### config.mk
export PLATFORM = sky130hd
export DESIGN_NAME = regfile_write_arbiter
export DESIGN_NICKNAME = d
export VERILOG_FILES = /design/src/rtl/regfile_write_arbiter.sv
export SDC_FILE = /design/constraint.sdc
export NUM_CORES = 1
export LEC_CHECK = 0
export BUFFER_PORTS_ARGS = -buffer_cell sky130_fd_sc_hd__buf_2
export CORE_MARGIN = 8
export CORE_UTILIZATION = 52
export CTS_CLUSTER_SIZE = 12
export DETAILED_ROUTE_END_ITERATION = 12
export PLACE_DENSITY = 0.87
export SLEW_MARGIN = 20
export SYNTH_ARGS = -nofsm -noshare
export SYNTH_HDL_FRONTEND = slang
export SYNTH_SLANG_ARGS = --single-unit
### constraint.sdc
create_clock -name clock_i -period 6.2 [get_ports clock_i]
set_clock_uncertainty 0.05 [all_clocks]
set_input_delay 0.31 -clock clock_i [delete_from_list [all_inputs] [get_ports clock_i]]
set_output_delay 0.31 -clock clock_i [all_outputs]
set_load 0.02 [all_outputs]
### src/rtl/regfile_write_arbiter.sv
// Round-robin arbiter sharing the register file write port between several
// writeback requesters, with a registered write stage and read/write hazard flags
// for the decode stage (the register file has no write-to-read bypass).
module regfile_write_arbiter #(
    parameter int NUM_REQ    = 3,
    parameter int WIDTH_DATA = 32
) (
    input  logic                          clock_i,
    input  logic                          reset_i,
    input  logic                          stall_i,
    input  logic [NUM_REQ-1:0]            req_valid_i,
    input  logic [5*NUM_REQ-1:0]          req_addr_i,
    input  logic [WIDTH_DATA*NUM_REQ-1:0] req_data_i,
    output logic [NUM_REQ-1:0]            req_ready_o,
    output logic                          reg_write_o,
    output logic [4:0]                    wr_register_o,
    output logic [WIDTH_DATA-1:0]         wr_data_o,
    input  logic [4:0]                    rd_register_1_i,
    input  logic [4:0]                    rd_register_2_i,
    output logic                          hazard_1_o,
    output logic                          hazard_2_o
);

    localparam int IDX_W = (NUM_REQ > 1) ? $clog2(NUM_REQ) : 1;
    // Requester tables are padded to a power of two so any index value is legal.
    localparam int SLOTS = 1 << IDX_W;

    logic [SLOTS-1:0]      valid_arr;
    logic [4:0]            addr_arr [SLOTS];
    logic [WIDTH_DATA-1:0] data_arr [SLOTS];

    logic [IDX_W-1:0]      last_reg;
    logic [IDX_W-1:0]      last_next;
    logic [IDX_W-1:0]      grant_idx;
    logic [IDX_W-1:0]      cand_idx;
    logic                  grant_found;

    logic                  reg_write_reg;
    logic                  reg_write_next;
    logic [4:0]            wr_register_reg;
    logic [4:0]            wr_register_next;
    logic [WIDTH_DATA-1:0] wr_data_reg;
    logic [WIDTH_DATA-1:0] wr_data_next;

    // Unpack the flat request buses into per-requester tables; padding slots are never valid.
    generate
        for (genvar gi = 0; gi < SLOTS; gi++) begin : g_slot
            if (gi < NUM_REQ) begin : g_real
                assign valid_arr[gi] = req_valid_i[gi];
                assign addr_arr[gi]  = req_addr_i[5*gi +: 5];
                assign data_arr[gi]  = req_data_i[WIDTH_DATA*gi +: WIDTH_DATA];
            end else begin : g_pad
                assign valid_arr[gi] = 1'b0;
                assign addr_arr[gi]  = 5'd0;
                assign data_arr[gi]  = '0;
            end
        end
    endgenerate

    // Search last+1, last+2, ... (mod NUM_REQ) for the first valid requester.
    always_comb begin
        grant_found = 1'b0;
        grant_idx   = last_reg;
        cand_idx    = last_reg;
        if (!reset_i && !stall_i) begin
            for (int k = 1; k <= NUM_REQ; k++) begin
                cand_idx = IDX_W'((int'(last_reg) + k) % NUM_REQ);
                if (!grant_found && valid_arr[cand_idx]) begin
                    grant_found = 1'b1;
                    grant_idx   = cand_idx;
                end
            end
        end
    end

    // One-hot ready; a grant only goes to a valid requester, so ready implies handshake.
    generate
        for (genvar gi = 0; gi < NUM_REQ; gi++) begin : g_ready
            assign req_ready_o[gi] = grant_found && (grant_idx == IDX_W'(gi));
        end
    endgenerate

    // Next-state for the pointer and the write stage; x0 writes are consumed but dropped.
    always_comb begin
        last_next        = last_reg;
        reg_write_next   = 1'b0;
        wr_register_next = wr_register_reg;
        wr_data_next     = wr_data_reg;
        if (grant_found) begin
            last_next = grant_idx;
            if (addr_arr[grant_idx] != 5'd0) begin
                reg_write_next   = 1'b1;
                wr_register_next = addr_arr[grant_idx];
                wr_data_next     = data_arr[grant_idx];
            end
        end
    end

    // State register; reset discards any in-flight write and points at the last requester.
    always_ff @(posedge clock_i or posedge reset_i) begin
        if (reset_i) begin
            last_reg        <= IDX_W'(NUM_REQ - 1);
            reg_write_reg   <= 1'b0;
            wr_register_reg <= 5'd0;
            wr_data_reg     <= '0;
        end else begin
            last_reg        <= last_next;
            reg_write_reg   <= reg_write_next;
            wr_register_reg <= wr_register_next;
            wr_data_reg     <= wr_data_next;
        end
    end

    assign reg_write_o   = reg_write_reg;
    assign wr_register_o = wr_register_reg;
    assign wr_data_o     = wr_data_reg;

    // A decode read of the register being written this cycle would see stale data.
    assign hazard_1_o = reg_write_reg && (rd_register_1_i == wr_register_reg) && (rd_register_1_i != 5'd0);
    assign hazard_2_o = reg_write_reg && (rd_register_2_i == wr_register_reg) && (rd_register_2_i != 5'd0);

endmodule

## Word-level counts from Yosys, hierarchy flattened

Cells that the tools add are included.

| operators by class | value |
|---|---|
| muxes and demuxes | 24 |
| div/mod/pow operators | 3 |
| add/sub/neg operators | 3 |
| bitwise gates (word level) | 1 |
| $lt $le $gt $ge | 4 |
| equality and inequality tests | 4 |
| reductions and logical operators | 19 |

Operator list:

| cell | count |
|---|---|
| 32-bit by 3-bit remainder unit with 32-bit output (second input constant) | 3 |
| 32-bit binary-select mux with 2-bit select | 1 |
| 32-bit two-way mux | 2 |
| 5-bit nonzero test | 3 |
| 1-bit two-way mux | 11 |
| 5-bit binary-select mux with 2-bit select | 1 |
| 5-bit == test | 2 |
| 1-bit logical AND | 10 |
| 5-bit two-way mux | 2 |
| 2-bit by 3-bit < comparator with 1-bit output (second input constant) | 3 |
| 2-bit two-way mux | 4 |
| 2-bit by 2-bit adder with 3-bit output (second input constant) | 2 |
| 1-bit binary-select mux with 2-bit select | 3 |
| 1-bit logical NOT | 4 |
| 2-bit by 1-bit adder with 3-bit output (second input constant) | 1 |
| 3-bit >= comparator (second input constant) | 1 |
| 2-bit NOT with 3-bit output | 1 |
| 2-bit by 1-bit == test with 1-bit output (second input constant) | 1 |
| 2-bit == test (second input constant) | 1 |
| 2-bit logical NOT | 1 |
| 2-bit AND reduction | 1 |

| storage, ports and cells | value |
|---|---|
| input bits | 127 |
| word-level logic and storage cells | 62 |
| register bits | 40 |
| output and inout bits | 43 |

## Depth between registers and ports, before layout

Gate-level depths: netlist of run 1.

| logic depth | value |
|---|---|
| depth after elaboration | 21 |
| depth in mapped cells | 12 |
| mapped depth without buffers | 9 |

## Worst setup path before layout of run 1

Ideal clock, no wire load.

| path | value |
|---|---|
| kind | flip-flop to flip-flop |
| start point | reg last_reg[1] |
| end point | reg wr_register_reg[0] (netlist: wr_register_o[0]) |
| library setup time | 122 ps |
| arrival time | 2,691 ps |
| period minus slack after synthesis | 2,863 ps |
| required time | 6,028 ps |
| buffers on the path | 2 |
| cell stages (with the launch flop) | 12 |
| slack | 3,337 ps |
| path through | dfstp_2 inv_1 ha_1 buf_6 mux2_4 a21oi_4 a31oi_2 o31ai_2 buf_6 mux2_4 mux2_2 a32o_1 |

| between the ends | value |
|---|---|
| longest elaborated chain between the ends | 20 |
| elaborated cells between the ends (all ways) | 32 |
| those cells by class | add/sub (3); div (3); mux (19); bitwise (1); reduce/logical (6) |

Ends and longest elaborated chain:

| item | line | text |
|---|---|---|
| start, declared | 32 | `logic [IDX_W-1:0] last_reg;` |
| start signal, assigned | 102 | `last_reg <= IDX_W'(NUM_REQ - 1);` |
| start signal, assigned | 107 | `last_reg <= last_next;` |
| 2-bit by 1-bit adder with 3-bit output | 67 | `cand_idx = IDX_W'((int'(last_reg) + k) % NUM_REQ);` |
| 32-bit by 3-bit remainder unit with 32-bit output | 67 |  |
| 1-bit binary-select mux with 2-bit select | 68 | `if (!grant_found && valid_arr[cand_idx]) begin` |
| 1-bit two-way mux (not written as such) | 68 |  |
| 1-bit two-way mux | 68 |  |
| 1-bit two-way mux | 65 | `if (!reset_i && !stall_i) begin` |
| 1-bit logical NOT | 68 |  |
| 1-bit logical AND | 68 |  |
| [3 not listed] | n/a |  |
| 1-bit logical AND | 68 |  |
| 2-bit two-way mux | 68 |  |
| 2-bit two-way mux | 65 |  |
| 2-bit NOT with 3-bit output (not written as such) | 91, 93 |  |
| 5-bit binary-select mux with 2-bit select | 91, 93 |  |
| 5-bit two-way mux (not written as such) (2 in a row) | 91, 93 |  |
| 5-bit nonzero test | 91 | `if (addr_arr[grant_idx] != 5'd0) begin` |
| 2-bit AND reduction (no line) | n/a |  |
| end signal, assigned | 109 | `wr_register_reg <= wr_register_next;` |
| end, declared | 40 | `logic [4:0] wr_register_reg;` |

Several ways; a longest one is shown, not always the timed one. The select of a mux whose other input is x is not followed.
A chain may end at the register's enable or synchronous reset.

## Worst setup path after layout of run 1

| path | value |
|---|---|
| start point | reg last_reg[0] |
| end point | reg wr_data_reg[25] (netlist: wr_data_o[25]) |

| between the ends | value |
|---|---|
| longest elaborated chain between the ends | 20 |
| elaborated cells between the ends (all ways) | 35 |
| those cells by class | add/sub (3); div (3); mux (22); bitwise (1); reduce/logical (6) |

Ends and longest elaborated chain:

| item | line | text |
|---|---|---|
| 2-bit by 1-bit adder with 3-bit output | 67 |  |
| 32-bit by 3-bit remainder unit with 32-bit output | 67 |  |
| 1-bit binary-select mux with 2-bit select | 68 |  |
| 1-bit two-way mux (not written as such) | 68 |  |
| 1-bit two-way mux | 68 |  |
| 1-bit two-way mux | 65 |  |
| 1-bit logical NOT | 68 |  |
| 1-bit logical AND | 68 |  |
| [3 not listed] | n/a |  |
| 1-bit logical AND | 68 |  |
| 2-bit two-way mux | 68 |  |
| 2-bit two-way mux | 65 |  |
| 2-bit NOT with 3-bit output (not written as such) | 91, 94 |  |
| 5-bit binary-select mux with 2-bit select | 91 |  |
| 5-bit two-way mux (not written as such) (2 in a row) | 91 |  |
| 5-bit nonzero test | 91 |  |
| 2-bit AND reduction (no line) | n/a |  |
| end signal, assigned | 110 | `wr_data_reg <= wr_data_next;` |
| end, declared | 42 | `logic [WIDTH_DATA-1:0] wr_data_reg;` |

Several ways; a longest one is shown, not always the timed one. The select of a mux whose other input is x is not followed.

==> results of run 1 <==
[layer usage]
metal | track usage [%] | vias up | share of wire (%)
li1 | - | 1575 | -
met1 | 24.2 | 1624 | 37
met2 | 41.0 | 146 | 53
met3 | 5.59 | 21 | 7.8
met4 | 6.87 | 0 | 1.9
met5 | 0 | - | 0
[worst min-delay path by stage]
stage,endpoint,slack (ns),depth (start not counted)
floorplan,wr_data_o[24],0.42,2
global placement,wr_data_o[15],0.41,3
detailed placement,last_reg[0],0.44,3
CTS,wr_register_o[4],0.11,3
global route,wr_data_o[30],0.15,3
finish,wr_data_o[29],0.1,3
[per-stage QoR]
| stage | util [%] | instances | setup slack (ns) | cell area (um2) |
|---|---|---|---|---|
| finish | 65.4 | 595 | 2.10 | 4670 |
| CTS | 65.3 | 594 | 2.15 | 4660 |
| global placement | 63.6 | 586 | 2.31 | 4540 |
| global route | 65.4 | 595 | 1.91 | 4670 |
| floorplan | - | 341 | 3.34 | 3750 |
| detailed placement | 63.6 | 586 | 2.17 | 4540 |
[placed cells by master, fill, tap and decap left out, types with 3 or more instances in the layout]
cell type	instances
mux2_4	5
a32o_1	5
nand2_1	8
mux2_2	37
buf_4	4
nor3_1	6
clkbuf_8	5
nor2_1	8
inv_1	37
o311ai_4	30
a21oi_4	3
and2_1	3
dfrtp_1	39
buf_2	169
nand3_1	66
ha_1	4
xor2_1	6
a21oi_1	9
a21boi_0	5
[layout make-up]
type	instances	area (um2)
repair buffers	174	887
well taps	99	124
clock buffers	5	68.8
clock inverters	3	47.5
fillers	633	2470
multi-input cells	236	2400
inverters	38	143
flip-flops and latches	40	1000
[kinds of logic (layout without fill, tap and decap cells)]
logic type                 after synthesis  after routing  synth area share, %
and+or+nand+nor                        107            107                 14.7
AOI/OAI and AO/OA                       73             73                 31.9
xor gates and xnor gates                 8              8                 1.87
buffers and inverters                   65            220                 9.80
DFF                                     40             40                 26.7
muxes                                   44             44                 13.7
adders and majority gates                4              4                 1.33
[worst max-delay path, delay by kind of cell, from the launching register on]
kind,cells,cell delay [ns]
compound gates,5,1.69
fa+ha+maj,1,0.34
buf+inv,1,0.15
flops,1,0.44
mux,1,0.34
simple gates,1,0.88
[synthesized netlist by cell type, drive strengths merged (4+ instances only)]
master / number
a21boi: 5
a21oi: 12
a31oi: 4
a32o: 5
and2: 5
buf: 20
clkbuf: 7
dfrtp: 39
ha: 4
inv: 38
mux2: 43
nand2: 8
nand3: 66
nor2: 8
nor3: 6
o311ai: 32
xor2: 6
[power by group through the flow]
stage / clock (W) / sequential [W] / combinational (W)
floorplan: 0 / 0.000614 / 0.00125
global route: 0.000237 / 0.000502 / 0.00181
finish: 0.000224 / 0.000484 / 0.00170
CTS: 0.000224 / 0.000485 / 0.00169
global placement: 0 / 0.000485 / 0.00163
detailed placement: 0 / 0.000482 / 0.00169
==> impl_metrics.toml, run 1 <==
[sta]
layout_min_cycle_time_ns = 4.10
fin_setup_tns_ns = 0
min_period_over_period_pct = 66.1
max_freq_mhz = 244
final-hold-violation-count = 0
tightest_slew_ns = 0.982
setup-violations-final = 0
relSlewSlack_pct = 34.5
grt_setup_unrepaired = "no"
drv_slew = 0
holdWs_ns = 0.0974

[clock_network]
cts.root.buffer_cell = "clkbuf_8"
post_cts_resized = 0
h-tree-depth = 2
cts_tree = "built"
cts.clk_slew.worst_paths_ns = 0.10
cts_buffer_depth = 2
numCtsBuffers = 5
insertion_delay_ns = 0.29
hold_buffers = 0
cts_sinks = 40
cts_setup_buffers = 0

[route]
routed_wirelength_mm = 11.6
postRouteAntennaNets = 0
vias = 3366
drt_iter0_drc = 137
wl_per_cell_um = 19.4
dr.pass1.iters = 5
drc = 0
via_per_inst = 5.66

[die]
core_um2 = 7140
fp.dieW_um = 101
rows = 31
pin_count = 170
start_util_pct = 52.6
die_area_um2 = 10200
die_height_um = 101

[power]
swShare_pct = 47.9
power_frac_comb_pct = 70.6
power_w = 0.00240
ir_worst_vdd_mv = 0.233
seqPwrFrac_pct = 20.1
p_int_w = 0.00125
power_density_nw_per_um2 = 515
p_sw_w = 0.00115
p_clk_share_pct = 9.3
p_leak_nw = 2.09

[worst_setup_path]
startpoint = "last_reg[0]"
rr_worst_depth = 9
worstPathRequired_ns = 6.29
cp.arrival_ns = 4.18
rr_startpoint = "last_reg[0]"
crit_type = "reg -> reg"
crit_path_end = "wr_data_o[25]"
end_kind = "flop"
cpMaxStageDelayCell = "and2_4"
r2r_end = "wr_data_o[25]"
rrSetupSlack_ns = 2.10
crit_chain = "inv_1 > ha_1 > mux2i_1 > o22a_4 > a31oi_2 > o221a_2 > a31oi_4 > and2_4 > o311ai_1"
critPathMaxStageDelay_ns = 0.88
critical_path.max_fanout = 34
startpoint_type = "flop"

[flow_run]
maxCapViolations = 0

[yosys]
synth_top_cell_area_share_pct = 26.0
ys.flop_type = "dfrtp_1"
syn-cell-area_um2 = 3750
syn_nets = 472
ys_top_cells_by_area = "dfrtp_1 26%, o311ai_4 21%, mux2_2 11%, nand3_1 8.8%, inv_1 3.8%"
yosysTopAreaCell = "dfrtp_1"
synth-edff-count = 0
syn_avg_cell_area_um2 = 11.0
synthDistinctLibCells = 54
syn_inst = 341
ys_seq_area_share_pct = 26.7
synthArstFlopShare_pct = 100
yosysWarnings = 0
synth-seq-cells = 40

[global_routing]
grt_pass1_vias = 3768
grt_max_degree = 41
grt_pass1_wl_mm = 18.2
overflow = 0
antenna_found_initial = 0
grt_use_total_pct = 22.2

[final_layout]
area_growth_pct = 24.3
nNetsFinal = 626
insertedDiodeCount = 0
drive_above_1_share_pct = 54.4
largest_reg_flops = 32

[outcome]
status = "finished clean"

[place]
numPortBuffers = 169
dpl.hpwl_mm = 8.65
gp_congestion = 0.958

[min_path]
holdCritPathClass = "in -> async"
(Power assumes the default switching activity.)
==> run 2, diff against run 1 <==
ABC_AREA = 1   (was not set)
CORE_UTILIZATION = 45   (was 52)
PLACE_DENSITY = 0.82   (was 0.87)
clock period = 4.25 ns   (was 6.2 ns; I/O delays follow)
==> run 2 against run 1 <==
Compared with the run above: the run now ends with hold timing left; clock power increased by 9.8%; maximum frequency increased by 11%; first-iteration DRC count increased by 2.9%; sequential power increased by 31%; register-to-register slack got worse by 1.6 ns; cell count increased by 14%; via count increased by 5.7%; combinational power increased by 16%; core utilization decreased by 4.4 points; clock-buffer cell count unchanged; setup slack got worse by 1.6 ns; highest routed layer unchanged.
==> impl_metrics.toml, run 2 <==
[sta]
layout_min_cycle_time_ns = 3.70
drv_slew = 0
holdWs_ns = -0.00541
grt_setup_unrepaired = "no"
max_freq_mhz = 270
fin_setup_tns_ns = 0
setup-violations-final = 0
tightest_slew_ns = 0.876
relSlewSlack_pct = 41.6
min_period_over_period_pct = 87.1
final-hold-violation-count = 14
setup_ws_ns = 0.548

[die]
fp.dieW_um = 96.6
start_util_pct = 46.3
pin_count = 170
die_height_um = 96.6
core_um2 = 6310
rows = 29
die_area_um2 = 9330

[yosys]
synthArstFlopShare_pct = 100
yosysTopAreaCell = "dfrtp_1"
synth_top_cell_area_share_pct = 33.4
synth-edff-count = 0
synthDistinctLibCells = 31
ys_seq_area_share_pct = 34.3
syn_avg_cell_area_um2 = 6.54
syn_inst = 447
yosysMostFrequentCell = "nand2_1"
synth-seq-cells = 40
ys_top_cells_by_area = "dfrtp_1 33%, nand3_1 15%, nand2_1 14%, o21ai_0 11%, nor2_1 5.1%"
syn-cell-area_um2 = 2920
yosysWarnings = 0
synth_common_cells = "111 x nand2_1, 90 x nand3_1, 64 x o21ai_0"
ys.flop_type = "dfrtp_1"
syn_nets = 578

[outcome]
status = "complete, but fails checks"
failed_checks = "hold timing"

[route]
via_per_inst = 5.25
vias = 3559
postRouteAntennaNets = 0
routed_wirelength_mm = 10.1
wl_per_cell_um = 14.9
drt_iter0_drc = 141
drc = 0
dr.pass1.iters = 5

[power]
p_leak_nw = 2.21
power_density_nw_per_um2 = 742
p_clk_share_pct = 8.6
power_w = 0.00286
power_frac_comb_pct = 69.1
swShare_pct = 56.0
p_int_w = 0.00126
p_sw_w = 0.00160
ir_worst_vdd_mv = 0.452
seqPwrFrac_pct = 22.2

[clock_network]
cts_buffer_depth = 2
post_cts_resized = 0
cts_sinks = 40
cts_setup_buffers = 0
insertion_delay_ns = 0.27
h-tree-depth = 2
cts.clk_slew.worst_paths_ns = 0.08
hold_buffers = 0
cts.root.buffer_cell = "clkbuf_8"
cts_tree = "built"
numCtsBuffers = 5

[worst_setup_path]
rrSetupSlack_ns = 0.55
worstPathRequired_ns = 4.41
rr_worst_depth = 20
crit_type = "reg -> reg"
critical_path.max_fanout = 38
startpoint_type = "flop"
end_kind = "flop"
cp.arrival_ns = 3.87

[global_routing]
antenna_found_initial = 0
grt_max_degree = 41
overflow = 0
grt_use_total_pct = 20.3
grt_pass1_wl_mm = 16.7
grt_pass1_vias = 3577

[flow_run]
maxCapViolations = 0

[final_layout]
largest_reg_flops = 32
insertedDiodeCount = 0
nNetsFinal = 731
drive_above_1_share_pct = 33.8
most-common-layout-cells = "169 x buf_2, 111 x nand2_1, 90 x nand3_1"
area_growth_pct = 31.7
final_common_cell = "buf_2"

[place]
dp_slack_ns = 0.536
gp_congestion = 0.857
dpl.hpwl_mm = 7.92
numPortBuffers = 169

[min_path]
holdCritPathClass = "in -> async"
run 2: final cells by class:
cell class / instances / area (um2)
clock buffer: 5 / 68.8
inverter: 34 / 128
sequential: 40 / 1000
clock inverter: 3 / 18.8
fill: 619 / 2460
tap: 77 / 96.3
multi-input combinational: 343 / 1640
timing repair buffer: 176 / 898
run 2: metal layers:
layer / GRT usage [%] / up-vias / wire (um)
met5: 0 / - / 0
li1: - / 1775 / -
met4: 4.85 / 0 / 148
met2: 36.4 / 149 / 5110
met1: 23.9 / 1625 / 4180
met3: 4.48 / 10 / 653
run 2: worst paths after layout:
check | startpoint | end
max | last_reg[0] | wr_data_o[30]
min | reset_i | wr_data_o[22]
max reg2reg | last_reg[0] | wr_data_o[30]
min reg2reg | wr_data_o[18] | wr_data_o[18]
max in group asynchronous | reset_i | last_reg[1]
min in group clock_i | req_data_i[85] | wr_data_o[21]
run 2: cell families (layout without fill, tap and decap cells):
logic type | count (synthesis) | in the layout | share of synthesized area [%]
AOI/OAI and AO/OA | 75 | 75 | 13.4
xor gates and xnor gates | 4 | 4 | 1.20
adders and majority gates | 4 | 4 | 1.71
buffers and inverters | 64 | 218 | 9.76
DFF | 40 | 40 | 34.3
and+or+nand+nor | 260 | 260 | 39.7
run 2: critical path: stages (launching register included):
cell	delay, ns
dfrtp_1	0.39
inv_1	0.10
ha_1	0.38
inv_2	0.13
nand2_1	0.06
nand2_1	0.09
nand2_2	0.10
nand3_4	0.12
nor2_1	0.05
nor2_1	0.10
nand2_2	0.11
nand2_2	0.17
buf_4	0.35
nand2_1	0.08
nand3_1	0.07
o21ai_1	0.09
inv_1	0.08
nand3_2	0.27
nand2_2	0.63
nand2_1	0.11
nand2_1	0.09
run 2: power groups by stage:
stage               combinational [W]  clock, W  sequential [W]
finish                        0.00198  0.000246        0.000636
global route                  0.00221  0.000268        0.000657
CTS                           0.00199  0.000253        0.000636
detailed placement            0.00198         0        0.000641
global placement              0.00192         0        0.000637
floorplan                     0.00132         0        0.000796
run 2: stage by stage:
| step | hold slack [ns] | utilization [%] | instances | cell area [um2] |
|---|---|---|---|---|
| 2_1_floorplan | 0.380 | - | 447 | 2920 |
| 3_3_place_gp | 0.312 | 59.6 | 670 | 3760 |
| 3_5_place_dp | 0.312 | 59.6 | 670 | 3760 |
| 4_1_cts | 0.00723 | 61.0 | 678 | 3850 |
| 5_1_grt | 0.0336 | 61.0 | 678 | 3850 |
| 6_report | -0.00541 | 61.0 | 678 | 3850 |
==> run 3, diff against run 2 <==
--- a/config.mk
+++ b/config.mk
@@ -10,6 +10,8 @@
 export CORE_MARGIN = 8
-export CORE_UTILIZATION = 45
+export CORE_UTILIZATION = 46
+export CTS_BUF_LIST = sky130_fd_sc_hd__clkbuf_8
 export CTS_CLUSTER_SIZE = 12
 export DETAILED_ROUTE_END_ITERATION = 12
-export PLACE_DENSITY = 0.82
+export PLACE_DENSITY = 0.84
+export REMOVE_ABC_BUFFERS = 1
 export SLEW_MARGIN = 20
==> constraint.sdc (replaced) <==
create_clock -name clock_i -period 4.25 [get_ports clock_i]
set_clock_uncertainty 0.05 [all_clocks]
set_input_delay 0.6375 -clock clock_i [delete_from_list [all_inputs] [get_ports clock_i]]
set_output_delay 0.6375 -clock clock_i [all_outputs]
set_load 0.02 [all_outputs]
==> run 3 against run 2 <==
Compared with the run above: the run now ends clean; non-clock buffer count increased by 2; die area decreased by 1.8%; critical path type is now reg -> out; sequential cell count unchanged; cell count increased by 0.29%; clock power increased by 21%; core utilization increased by 1.3 points; wire length decreased by 1.6%; power increased by 2.8%; setup slack got worse by 0.10 ns; worst hold slack improved by 0.42 ns; final area increased by 0.91%; register-to-register slack improved by 0.17 ns.
==> impl_metrics.toml, run 3 (synthesized netlist as in run 2, its figures left out) <==
[final_layout]
drive_above_1_share_pct = 33.8
nNetsFinal = 733
final_common_cell = "buf_2"
insertedDiodeCount = 0
area_growth_pct = 32.9
most-common-layout-cells = "169 x buf_2, 111 x nand2_1, 90 x nand3_1"
largest_reg_flops = 32

[worst_setup_path]
crit_type = "reg -> out"
critical_path.max_fanout = 23
end_kind = "primary output"
worstPathRequired_ns = 3.56
cp.arrival_ns = 3.12
startpoint_type = "flop"

[global_routing]
overflow = 0
grt_max_degree = 41
grt_pass1_wl_mm = 15.7
antenna_found_initial = 0
grt_pass1_vias = 3605
grt_use_total_pct = 20.9

[route]
vias = 3559
dr.pass1.iters = 4
dr.max_layer_used = "met4"
met1_length_mm = 3.87
routed_wirelength_mm = 9.93
drt_iter0_drc = 140
wl_met3_um = 802
wl_met2_mm = 5.18
wl_per_cell_um = 14.6
via_per_inst = 5.23
drc = 0
postRouteAntennaNets = 0

[place]
dpl.hpwl_mm = 7.71
gp_congestion = 0.994
numPortBuffers = 169
dp_slack_ns = 0.739

[clock_network]
cts_sinks = 40
numCtsBuffers = 5
cts_buffer_depth = 2
post_cts_resized = 0
insertion_delay_ns = 0.28
cts.root.buffer_cell = "clkbuf_8"
h-tree-depth = 2
cts_setup_buffers = 0
hold_buffers = 0
cts_tree = "built"
cts.clk_slew.worst_paths_ns = 0.07

[sta]
layout_min_cycle_time_ns = 3.81
setup-violations-final = 0
relSlewSlack_pct = 39.3
tightest_slew_ns = 0.910
drv_slew = 0
setup_ws_ns = 0.444
fin_setup_tns_ns = 0
final-hold-violation-count = 0
max_freq_mhz = 263
grt_setup_unrepaired = "no"
min_period_over_period_pct = 89.6

[die]
die_height_um = 95.7
pin_count = 170
fp.dieW_um = 95.7
rows = 29
start_util_pct = 46.9
die_area_um2 = 9160
core_um2 = 6240

[flow_run]
maxCapViolations = 0

[min_path]
holdCritPathClass = "in -> async"

[outcome]
status = "finished clean"

[power]
ir_worst_vdd_mv = 0.430
power_density_nw_per_um2 = 755
p_leak_nw = 2.23
==> run 3: worst paths after layout <==
path / startpoint / endpoint / slack (ns) / cells after the start
min reg2reg: wr_data_o[4] / wr_data_o[4] / 0.42 / 2
min: reset_i / wr_data_o[0] / 0.42 / 3
max reg2reg: last_reg[0] / wr_data_o[0] / 0.72 / 17
max: last_reg[0] / req_ready_o[2] / 0.44 / 13
max in group asynchronous: reset_i / last_reg[1] / 3.35 / 3
min in group clock_i: wr_data_o[4] / wr_data_o[4] / 0.42 / 2
==> run 3: power breakdown <==
part / total (W) / internal (W) / switching [W]
Clock: 0.000298 / 0.000172 / 0.000127
Sequential: 0.000633 / 0.000536 / 0.0000970
Combinational: 0.00200 / 0.000626 / 0.00138
Total: 0.00294 / 0.00133 / 0.00160
==> run 3: layout make-up <==
class | instances | area (um2)
multi-input cells | 343 | 1640
repair buffers | 178 | 913
fillers | 620 | 2350
clock buffers | 5 | 68.8
clock inverters | 3 | 38.8
well taps | 77 | 96.3
inverters | 34 | 128
flip-flops and latches | 40 | 1000
==> run 3: worst max-delay path, stage by stage (launching register included) <==
cell	delay, ns
dfrtp_1	0.38
inv_1	0.10
ha_1	0.38
inv_2	0.09
nand2_1	0.11
nand3_2	0.09
nand2_2	0.13
nand2_1	0.09
nor2_1	0.10
nor2_1	0.09
o21ai_2	0.71
buf_4	0.34
nor2_1	0.07
buf_2	0.16
==> run 3: metal layers <==
layer / global-route usage [%] / vias to the layer above
li1: - / 1786
met3: 3.98 / 6
met5: 0 / -
met2: 39.0 / 148
met4: 5.25 / 0
met1: 23.9 / 1619
==> run 3: through the flow <==
step           cell area (um2)  total power (W)  hold WS, ns  std cells  utilization [%]
6_report                  3890          0.00294        0.419        680             62.3
5_1_grt                   3890          0.00322        0.441        680             62.3
4_1_cts                   3890          0.00296        0.422        680             62.3
3_5_place_dp              3780          0.00265        0.403        672             60.6
3_3_place_gp              3780          0.00258        0.400        672             60.6
2_1_floorplan             2770          0.00198        0.534        417                -
